==> src/rtl/sprite_bitmap_writer_if.sv <==
// sprite_bitmap_writer_if: valid/ready pixel stream feeding the sprite bitmap writer
interface sprite_bitmap_writer_if;
  logic        pix_valid;
  logic        pix_ready;
  logic [23:0] pix_rgb;
  logic        pix_transparent;
  modport master(output pix_valid, pix_rgb, pix_transparent, input pix_ready);
  modport slave(input pix_valid, pix_rgb, pix_transparent, output pix_ready);
endinterface

==> src/rtl/sprite_bitmap_writer.sv <==
// sprite_bitmap_writer: loads a raster pixel stream into an RGB332 bitmap and serves it to the VGA mux
module sprite_bitmap_writer #(
  parameter int         OBJECT_WIDTH_X       = 25,
  parameter int         OBJECT_HEIGHT_Y      = 25,
  parameter logic [7:0] TRANSPARENT_ENCODING = 8'hFF,
  parameter logic [7:0] OPAQUE_SUBSTITUTE    = 8'hFE
) (
  input  logic                         clk,
  input  logic                         resetN,
  input  logic                         start,
  sprite_bitmap_writer_if.slave        pix,
  output logic                         busy,
  output logic                         done,
  input  logic [10:0]                  offsetX,
  input  logic [10:0]                  offsetY,
  input  logic                         InsideRectangle,
  output logic                         drawingRequest,
  output logic [23:0]                  RGBout
);
  localparam int XW = $clog2(OBJECT_WIDTH_X);
  localparam int YW = $clog2(OBJECT_HEIGHT_Y);
  typedef enum logic [1:0] {IDLE, LOAD, DONE} state_t;
  state_t          state_q, state_d;
  logic [XW-1:0]   col_q, col_d;
  logic [YW-1:0]   row_q, row_d;
  logic            done_q, done_d, dreq_q, dreq_d;
  logic [23:0]     rgb_q, rgb_d;
  logic            acc, eol, last, in_rng;
  logic [7:0]      raw, enc, c;
  // Codes are stored XORed with the transparent code so all-zero power-up contents read as transparent
  logic [7:0]      mem [OBJECT_HEIGHT_Y][OBJECT_WIDTH_X];
  assign pix.pix_ready   = state_q == LOAD;
  assign busy            = state_q == LOAD;
  assign done            = done_q;
  assign drawingRequest  = dreq_q;
  assign RGBout          = rgb_q;
  always_comb begin
    acc     = state_q == LOAD && pix.pix_valid;
    eol     = col_q == XW'(OBJECT_WIDTH_X - 1);
    last    = eol && row_q == YW'(OBJECT_HEIGHT_Y - 1);
    raw     = {pix.pix_rgb[23:21], pix.pix_rgb[15:13], pix.pix_rgb[7:6]};
    enc     = pix.pix_transparent ? TRANSPARENT_ENCODING :
              raw == TRANSPARENT_ENCODING ? OPAQUE_SUBSTITUTE : raw;
    state_d = state_q == IDLE ? (start ? LOAD : IDLE) :
              state_q == LOAD ? (acc && last ? DONE : LOAD) : IDLE;
    col_d   = state_q == IDLE ? '0 : acc ? (eol ? '0 : col_q + 1'b1) : col_q;
    row_d   = state_q == IDLE ? '0 : acc && eol ? row_q + 1'b1 : row_q;
    done_d  = state_d == DONE;
    in_rng  = offsetX < 11'(OBJECT_WIDTH_X) && offsetY < 11'(OBJECT_HEIGHT_Y);
    c       = in_rng ? mem[offsetY[YW-1:0]][offsetX[XW-1:0]] ^ TRANSPARENT_ENCODING : TRANSPARENT_ENCODING;
    rgb_d   = in_rng ? {c[7:5], 5'd0, c[4:2], 5'd0, c[1:0], 6'd0} : '0;
    dreq_d  = InsideRectangle && in_rng && c != TRANSPARENT_ENCODING;
  end
  always_ff @(posedge clk) begin
    if (resetN) begin
      state_q <= IDLE;
      col_q   <= '0;
      row_q   <= '0;
      done_q  <= 1'b0;
      dreq_q  <= 1'b0;
      rgb_q   <= '0;
    end else begin
      state_q <= state_d;
      col_q   <= col_d;
      row_q   <= row_d;
      done_q  <= done_d;
      dreq_q  <= dreq_d;
      rgb_q   <= rgb_d;
    end
  end
  always_ff @(posedge clk)
    if (acc && !resetN) mem[row_q][col_q] <= enc ^ TRANSPARENT_ENCODING;
endmodule

==> src/flat_wrapper.sv <==
// flat-port wrapper written by rule: the top's interface ports become plain ports
module sprite_bitmap_writer_flat 
#(
  parameter int         OBJECT_WIDTH_X       = 25,
  parameter int         OBJECT_HEIGHT_Y      = 25,
  parameter logic [7:0] TRANSPARENT_ENCODING = 8'hFF,
  parameter logic [7:0] OPAQUE_SUBSTITUTE    = 8'hFE
)
  (clk, resetN, start, busy, done, offsetX, offsetY, InsideRectangle, drawingRequest, RGBout, pix_pix_valid, pix_pix_rgb, pix_pix_transparent, pix_pix_ready);
  sprite_bitmap_writer_if pix_i ();
  input  logic clk;
  input  logic resetN;
  input  logic start;
  output logic busy;
  output logic done;
  input  logic [10:0] offsetX;
  input  logic [10:0] offsetY;
  input  logic InsideRectangle;
  output logic drawingRequest;
  output logic [23:0] RGBout;
  input wire logic [$bits(pix_i.pix_valid)-1:0] pix_pix_valid;
  input wire logic [$bits(pix_i.pix_rgb)-1:0] pix_pix_rgb;
  input wire logic [$bits(pix_i.pix_transparent)-1:0] pix_pix_transparent;
  output wire logic [$bits(pix_i.pix_ready)-1:0] pix_pix_ready;
  assign pix_i.pix_valid = pix_pix_valid;
  assign pix_i.pix_rgb = pix_pix_rgb;
  assign pix_i.pix_transparent = pix_pix_transparent;
  assign pix_pix_ready = pix_i.pix_ready;
  sprite_bitmap_writer #(.OBJECT_WIDTH_X(OBJECT_WIDTH_X), .OBJECT_HEIGHT_Y(OBJECT_HEIGHT_Y), .TRANSPARENT_ENCODING(TRANSPARENT_ENCODING), .OPAQUE_SUBSTITUTE(OPAQUE_SUBSTITUTE)) u_core (.clk(clk), .resetN(resetN), .start(start), .pix(pix_i), .busy(busy), .done(done), .offsetX(offsetX), .offsetY(offsetY), .InsideRectangle(InsideRectangle), .drawingRequest(drawingRequest), .RGBout(RGBout));
endmodule
==> config.mk <==
export PLATFORM = sky130hd
export DESIGN_NAME = sprite_bitmap_writer_flat
export DESIGN_NICKNAME = d
export VERILOG_FILES = /design/src/rtl/sprite_bitmap_writer_if.sv /design/src/rtl/sprite_bitmap_writer.sv /design/src/flat_wrapper.sv
export SDC_FILE = /design/constraint.sdc
export NUM_CORES = 2
export LEC_CHECK = 0
export ABC_AREA = 0
export BUFFER_PORTS_ARGS = -buffer_cell sky130_fd_sc_hd__buf_2
export CAP_MARGIN = 30
export CORE_ASPECT_RATIO = 1.75
export CORE_MARGIN = 3
export CORE_UTILIZATION = 40
export DETAILED_ROUTE_END_ITERATION = 7
export PLACE_DENSITY = 0.63
export RECOVER_POWER = 25
export SYNTH_ARGS = -nofsm -noshare
export SYNTH_HDL_FRONTEND = slang
export SYNTH_MEMORY_MAX_BITS = 65536
export SYNTH_SLANG_ARGS = --single-unit
==> constraint.sdc <==
create_clock -name clk -period 56.2 [get_ports clk]
set_input_delay 16.86 -clock clk [delete_from_list [all_inputs] [get_ports clk]]
set_output_delay 16.86 -clock clk [all_outputs]
set_load 0.03 [all_outputs]
Yosys cells after proc, flatten, opt, wreduce, memory -nomap -nowiden

Memories as Yosys holds them, arrays and structs flattened.
Cells that the tools add are included.

Register bits: 38
Memory bits (writable): 5000
Bits of input ports: 52
Output and inout bits: 28
Word-level logic and storage cells: 54
Memories: 1

Memory list:

| memory     | words | width | read ports | clocked after memory_dff | wr ports | line                       | text |
|---|---|---|---|---|---|---|---|
| u_core.mem | 25    | 200   | 1          | 0                        | 1        | sprite_bitmap_writer.sv:31 | `logic [7:0] mem [OBJECT_HEIGHT_Y][OBJECT_WIDTH_X];` |

$add $sub $neg: 2
$lt $le $gt $ge: 5
Eq/ne operators: 6
Mux-type cells: 15
Bitwise operators: 5
Reduce and logical (&&, ||, !) cells: 13

Operators with widths:

| cell                | count |
|---|---|
| $mux 200            | 1 |
| $mux 8              | 6 |
| $bmux 8 s5          | 1 |
| $demux 8 s5         | 1 |
| $lt 11x5->1 const B | 2 |
| $not 8->8           | 2 |
| $ge 6x6->1 const B  | 2 |
| $not 5->6           | 2 |
| $add 5x1->5 const B | 2 |
| $eq 5x5->1 const B  | 2 |
| $logic_and 1x1->1   | 9 |
| $eq 8x8->1 const B  | 1 |
| $ne 8x8->1 const B  | 1 |
| $lt 6x1->1 const B  | 1 |
| $mux 2              | 3 |
| $mux 5              | 1 |
| $reduce_or 2->1     | 2 |
| $eq 2x1->1 const B  | 1 |
| $eq 2x2->1 const B  | 1 |
| $logic_not 2->1     | 1 |
| $mux 1              | 2 |
| $logic_not 1->1     | 1 |
| $not 1->1           | 1 |

Logic depth before layout (Yosys ltp)

Depth after elaboration: 8
Mapped depth: 16

Worst setup path after synthesis

No wires, ideal clock.

Path type: input to register
Start point: input pix_pix_rgb[23]
End point: memory u_core.mem[0][0] (netlist bit) (data pin)
Library setup time: 3.543 ns
Arrival: 33.766 ns
Data required time: 52.657 ns
Setup slack: 18.891 ns
Cell stages on the path: 3
Path buffers: 0
Cell sequence: and4_1 -> nand4_1 -> a21oi_1

Longest elaborated chain between the ends: 4

Ends and longest elaborated chain:

| what                | line                       | text |
|---|---|---|
| start: declaration  | flat_wrapper.sv:22         | `input wire logic [$bits(pix_i.pix_rgb)-1:0] pix_pix_rgb;` |
| $eq 8x8->1          | sprite_bitmap_writer.sv:43 | `raw == TRANSPARENT_ENCODING ? OPAQUE_SUBSTITUTE : raw;` |
| $mux 8              | sprite_bitmap_writer.sv:43 |  |
| $mux 8              | sprite_bitmap_writer.sv:42 | `enc = pix.pix_transparent ? TRANSPARENT_ENCODING :` |
| $not 8->8 (no line) | n/a                        |  |
| end: declaration    | sprite_bitmap_writer.sv:31 |  |

No other way between the ends.

Worst setup path in the final report

Start point: input pix_pix_transparent
End point: memory u_core.mem[12][70] (netlist bit) (data pin)

Longest elaborated chain between the ends: 2

Ends and longest elaborated chain:

| what                | line                       | text |
|---|---|---|
| start: declaration  | flat_wrapper.sv:23         | `input wire logic [$bits(pix_i.pix_transparent)-1:0] pix_pix_transparent;` |
| $mux 8              | sprite_bitmap_writer.sv:42 |  |
| $not 8->8 (no line) | n/a                        |  |

No other way between the ends.

==> results by group <==
Worst setup path
  • Slowest CP cell: clkbuf_1
  • CP peak stage delay: 6.96 ns
  • Cell Chain, Critical Path: clkbuf_1, nor2_1, clkbuf_1, clkbuf_1, buf_4, buf_4, buf_16
  • Critical Path Sink Type: flop
  • Worst Path Max Fanout: 196
  • Most common cell on crit path: clkbuf_1
  • Setup Crit Path Kind: in -> reg
  • Worst setup SP type: input pin
  • Worst path bufs/invs: 6
  • WP data arrival: 33.20 ns
  • CP top delay family: buffers and inverters
  • Worst R2R Setup Slack: 51.35 ns
  • Worst EP required: 56.90 ns

Floorplanning
  • Standard-cell row count: 339
  • Core area: 487,000 sq um
  • Die Ht: 931 um
  • Top Ports: 80
  • Starting Density: 0.402
  • Die W: 535 um
  • Full die area: 498,000 sq um

Global routing
  • Grt ovf: 0
  • First-pass GRT wire length: 837,000 um
  • Vias in the first global route: 102,000
  • Largest net degree at the start of global routing: 212
  • Initial antenna violation count: 50
  • Total GRT Usage: 0.241

Timing
  • Max Freq: 30.8 MHz
  • RSZ-0062 raised after global routing: false
  • Final Hold Fails: 0
  • Final setup fails: 0
  • Min cycle time layout: 32.50 ns
  • Worst Skew: 0.0752 ns
  • Tightest Pin Transition: 10.45 ns
  • Setup TNS: 0 ns
  • Final period utilization: 0.578
  • Worst rel slew slack: -5.97
  • Slew Limit Fails: 2,731

Logic synthesis
  • Cell Area, Synth: 196,000 sq um
  • Async S/R FF share, synth: 0
  • Mapped Cells: 9,391
  • Synth cell types: 88
  • Sequential area share after synthesis: 0.769
  • Seq cells post-synth: 5,022
  • Leading area contributor after synthesis: edfxtp_1
  • Area share of the largest cell type after synthesis: 0.767
  • Number of enable flip-flop cells after synthesis: 5,000
  • Ys Warns: 0
  • Syn_area_per_cell: 20.8 sq um
  • Dominant cells by area after synthesis: edfxtp_1 77%, mux4_2 13%, mux2i_1 2.1%
  • Ys flop type: edfxtp_1

Status
  • Violated checks: max-capacitance violations, max-slew violations
  • Status: finished with violations

Routing
  • WL met2: 304,000 um
  • Total Routed Length: 612,000 um
  • Met3 routed wirelength: 56,700 um
  • Top routing layer in use: met5
  • Drt pass-1 iters: 8
  • WL/cell: 37.3 um
  • Number of routed nets with antenna violations: 0
  • Via Count: 101,000
  • Via/cell ratio: 6.18
  • DR DRC count: 0
  • Initial DRC Count: 14,600
  • M1 wire length: 197,000 um

Clock tree
  • Clk slew on worst S/H paths: 0.08 ns
  • CTS tree: yes
  • Setup Fix Bufs, Post-CTS: 0
  • Clk_lat worst skew: 0.99 ns
  • Clock Path Buffers: 4
  • Clk root buf: clkbuf_16
  • Cts repair resizes: 0
  • Hold Buf Count CTS: 0
  • CTS H-tree lvls: 5
  • Clock sinks: 5,022
  • TritonCTS buffer count: 400

Cells and area
  • Filler Cells Inserted: 41,000
  • Final core utilization: 0.447
  • Nets: 9,616
  • Multi-input gate area: 41,900 sq um
  • Layout area overhead: 11.2%
  • Storage cell area: 151,000 sq um
  • Layout cells sized above 1: 0.225

Power and ir drop
  • VDD IR max: 0.0293 mV
  • LEAKAGE: 0.0603 uW
  • Pwr/cell area: 34.4 nW/um^2

Worst hold path
  • HP Class: reg -> reg

Flow run
  • Number of max-cap violations: 28

Place
  • Input/output buffers: 47
  • GPL Wtd Cong: 0.915
  • Detail Placement HPWL: 376,000 um
## state kept, by name, indices dropped and copies added, names as in the netlist
name and count:
u_core.state_q 2, u_core.row_q 5, u_core.drawingRequest 1, u_core.done 1
u_core.col_q 5, u_core.RGBout 8, u_core.mem 5000
## worst register-to-register path, cell delays in order, from the launching register on
cell and delay, ns:
edfxtp_1 0.36, mux4_2 0.48, o21ai_0 0.56, a41oi_2 0.73, a2111oi_1 1.14, a311oi_1 0.36, o32ai_2 0.70, nand4b_1 0.18
o211a_1 0.25
## power breakdown
| part | internal (uW) | leakage [uW] | switching, uW | total [uW] |
|---|---|---|---|---|
| logic | 109 | 0.0142 | 281 | 390 |
| clock network | 1630 | 0.00655 | 1350 | 2970 |
| registers | 4130 | 0.0395 | 0.0997 | 4130 |
## routing by layer
metal  GRT usage  vias to the layer above
met3      0.0468                     1622
met5           0                        -
met2       0.404                     6704
li1            -                    39200
met4       0.184                       16
met1       0.274                    53900
## Yosys cell counts (38+ instances only)
| cell | n |
|---|---|
| mux2_2 | 66 |
| a221oi_1 | 69 |
| nand3_1 | 63 |
| mux4_2 | 1103 |
| buf_6 | 82 |
| a21oi_1 | 124 |
| nor2_1 | 706 |
| mux2i_1 | 401 |
| edfxtp_1 | 5000 |
| o21ai_0 | 136 |
| clkbuf_1 | 276 |
| o22ai_1 | 71 |
| a22oi_1 | 145 |
| buf_2 | 150 |
| buf_4 | 57 |
| a31oi_1 | 38 |
| nand2_1 | 311 |
## placed cells by master (no fill, tap or decap), types with 16 or more instances in the layout
cell / instances
a32oi_1: 22
dfxtp_1: 22
a21oi_1: 120
and2_1: 24
a311oi_1: 19
mux2i_1: 400
clkbuf_1: 96
mux4_2: 1103
mux2_2: 66
conb_1: 16
nand4_1: 20
buf_16: 21
clkbuf_16: 411
a31oi_1: 38
buf_2: 36
o211ai_1: 34
o2111ai_1: 18
nand2b_1: 18
nand3_1: 50
o21ai_0: 131
diode_2: 57
clkinvlp_4: 40
a22o_1: 19
edfxtp_1: 5000
o221ai_1: 37
nand2_1: 299
clkinv_2: 78
a221oi_1: 68
buf_4: 256
nor3_1: 27
clkinv_1: 68
o22ai_1: 71
bufinv_16: 61
a211oi_1: 35
nor2_1: 695
a22oi_1: 145
## per-stage QoR
step / std cells / total power, uW / setup WS (ns) / area, sq um / hold slack, ns
finish: 16400 / 7490 / 23.70 / 218000 / 0.456
global route: 16400 / 7650 / 22.73 / 217000 / 0.468
CTS: 16300 / 7490 / 33.19 / 217000 / 0.454
detailed placement: 15600 / 4580 / 32.14 / 204000 / 0.444
global placement: 15600 / 4570 / 32.12 / 203000 / 0.437
floorplan: 9406 / 4460 / 18.89 / 196000 / 0.424
## layout make-up
cell class,count,area share
Antenna cell,57,0.000656
Clock buffer,464,0.0483
Clock inverter,270,0.0140
Inverter,18,0.000385
Multi-Input combinational cell,3736,0.193
Sequential cell,5022,0.692
Tap cell,6479,0.0373
Timing Repair Buffer,378,0.0146
## cell families (layout without fill, tap and decap cells)
kind of cell	Yosys count	count (layout)	share of synthesized area
DFF	5022	5022	0.769
muxes	1571	1571	0.151
and+or+nand+nor	1245	1245	0.0265
AOI/OAI and AO/OA	888	888	0.0324
buffers and inverters	648	1130	0.0195
adders and majority gates	8	8	0.000512
xor gates and xnor gates	8	8	0.000358
other	1	73	0.0000192
## path summary, 6_finish.rpt
path                  startpoint  cells past startpoint                    end
max          pix_pix_transparent                      7     u_core.mem[12][70]
min            u_core.state_q[1]                      1      u_core.state_q[0]
max reg2reg    u_core.mem[3][73]                      8  u_core.drawingRequest
min reg2reg    u_core.state_q[1]                      1      u_core.state_q[0]
Note: power is estimated with default switching activity, not from simulation.
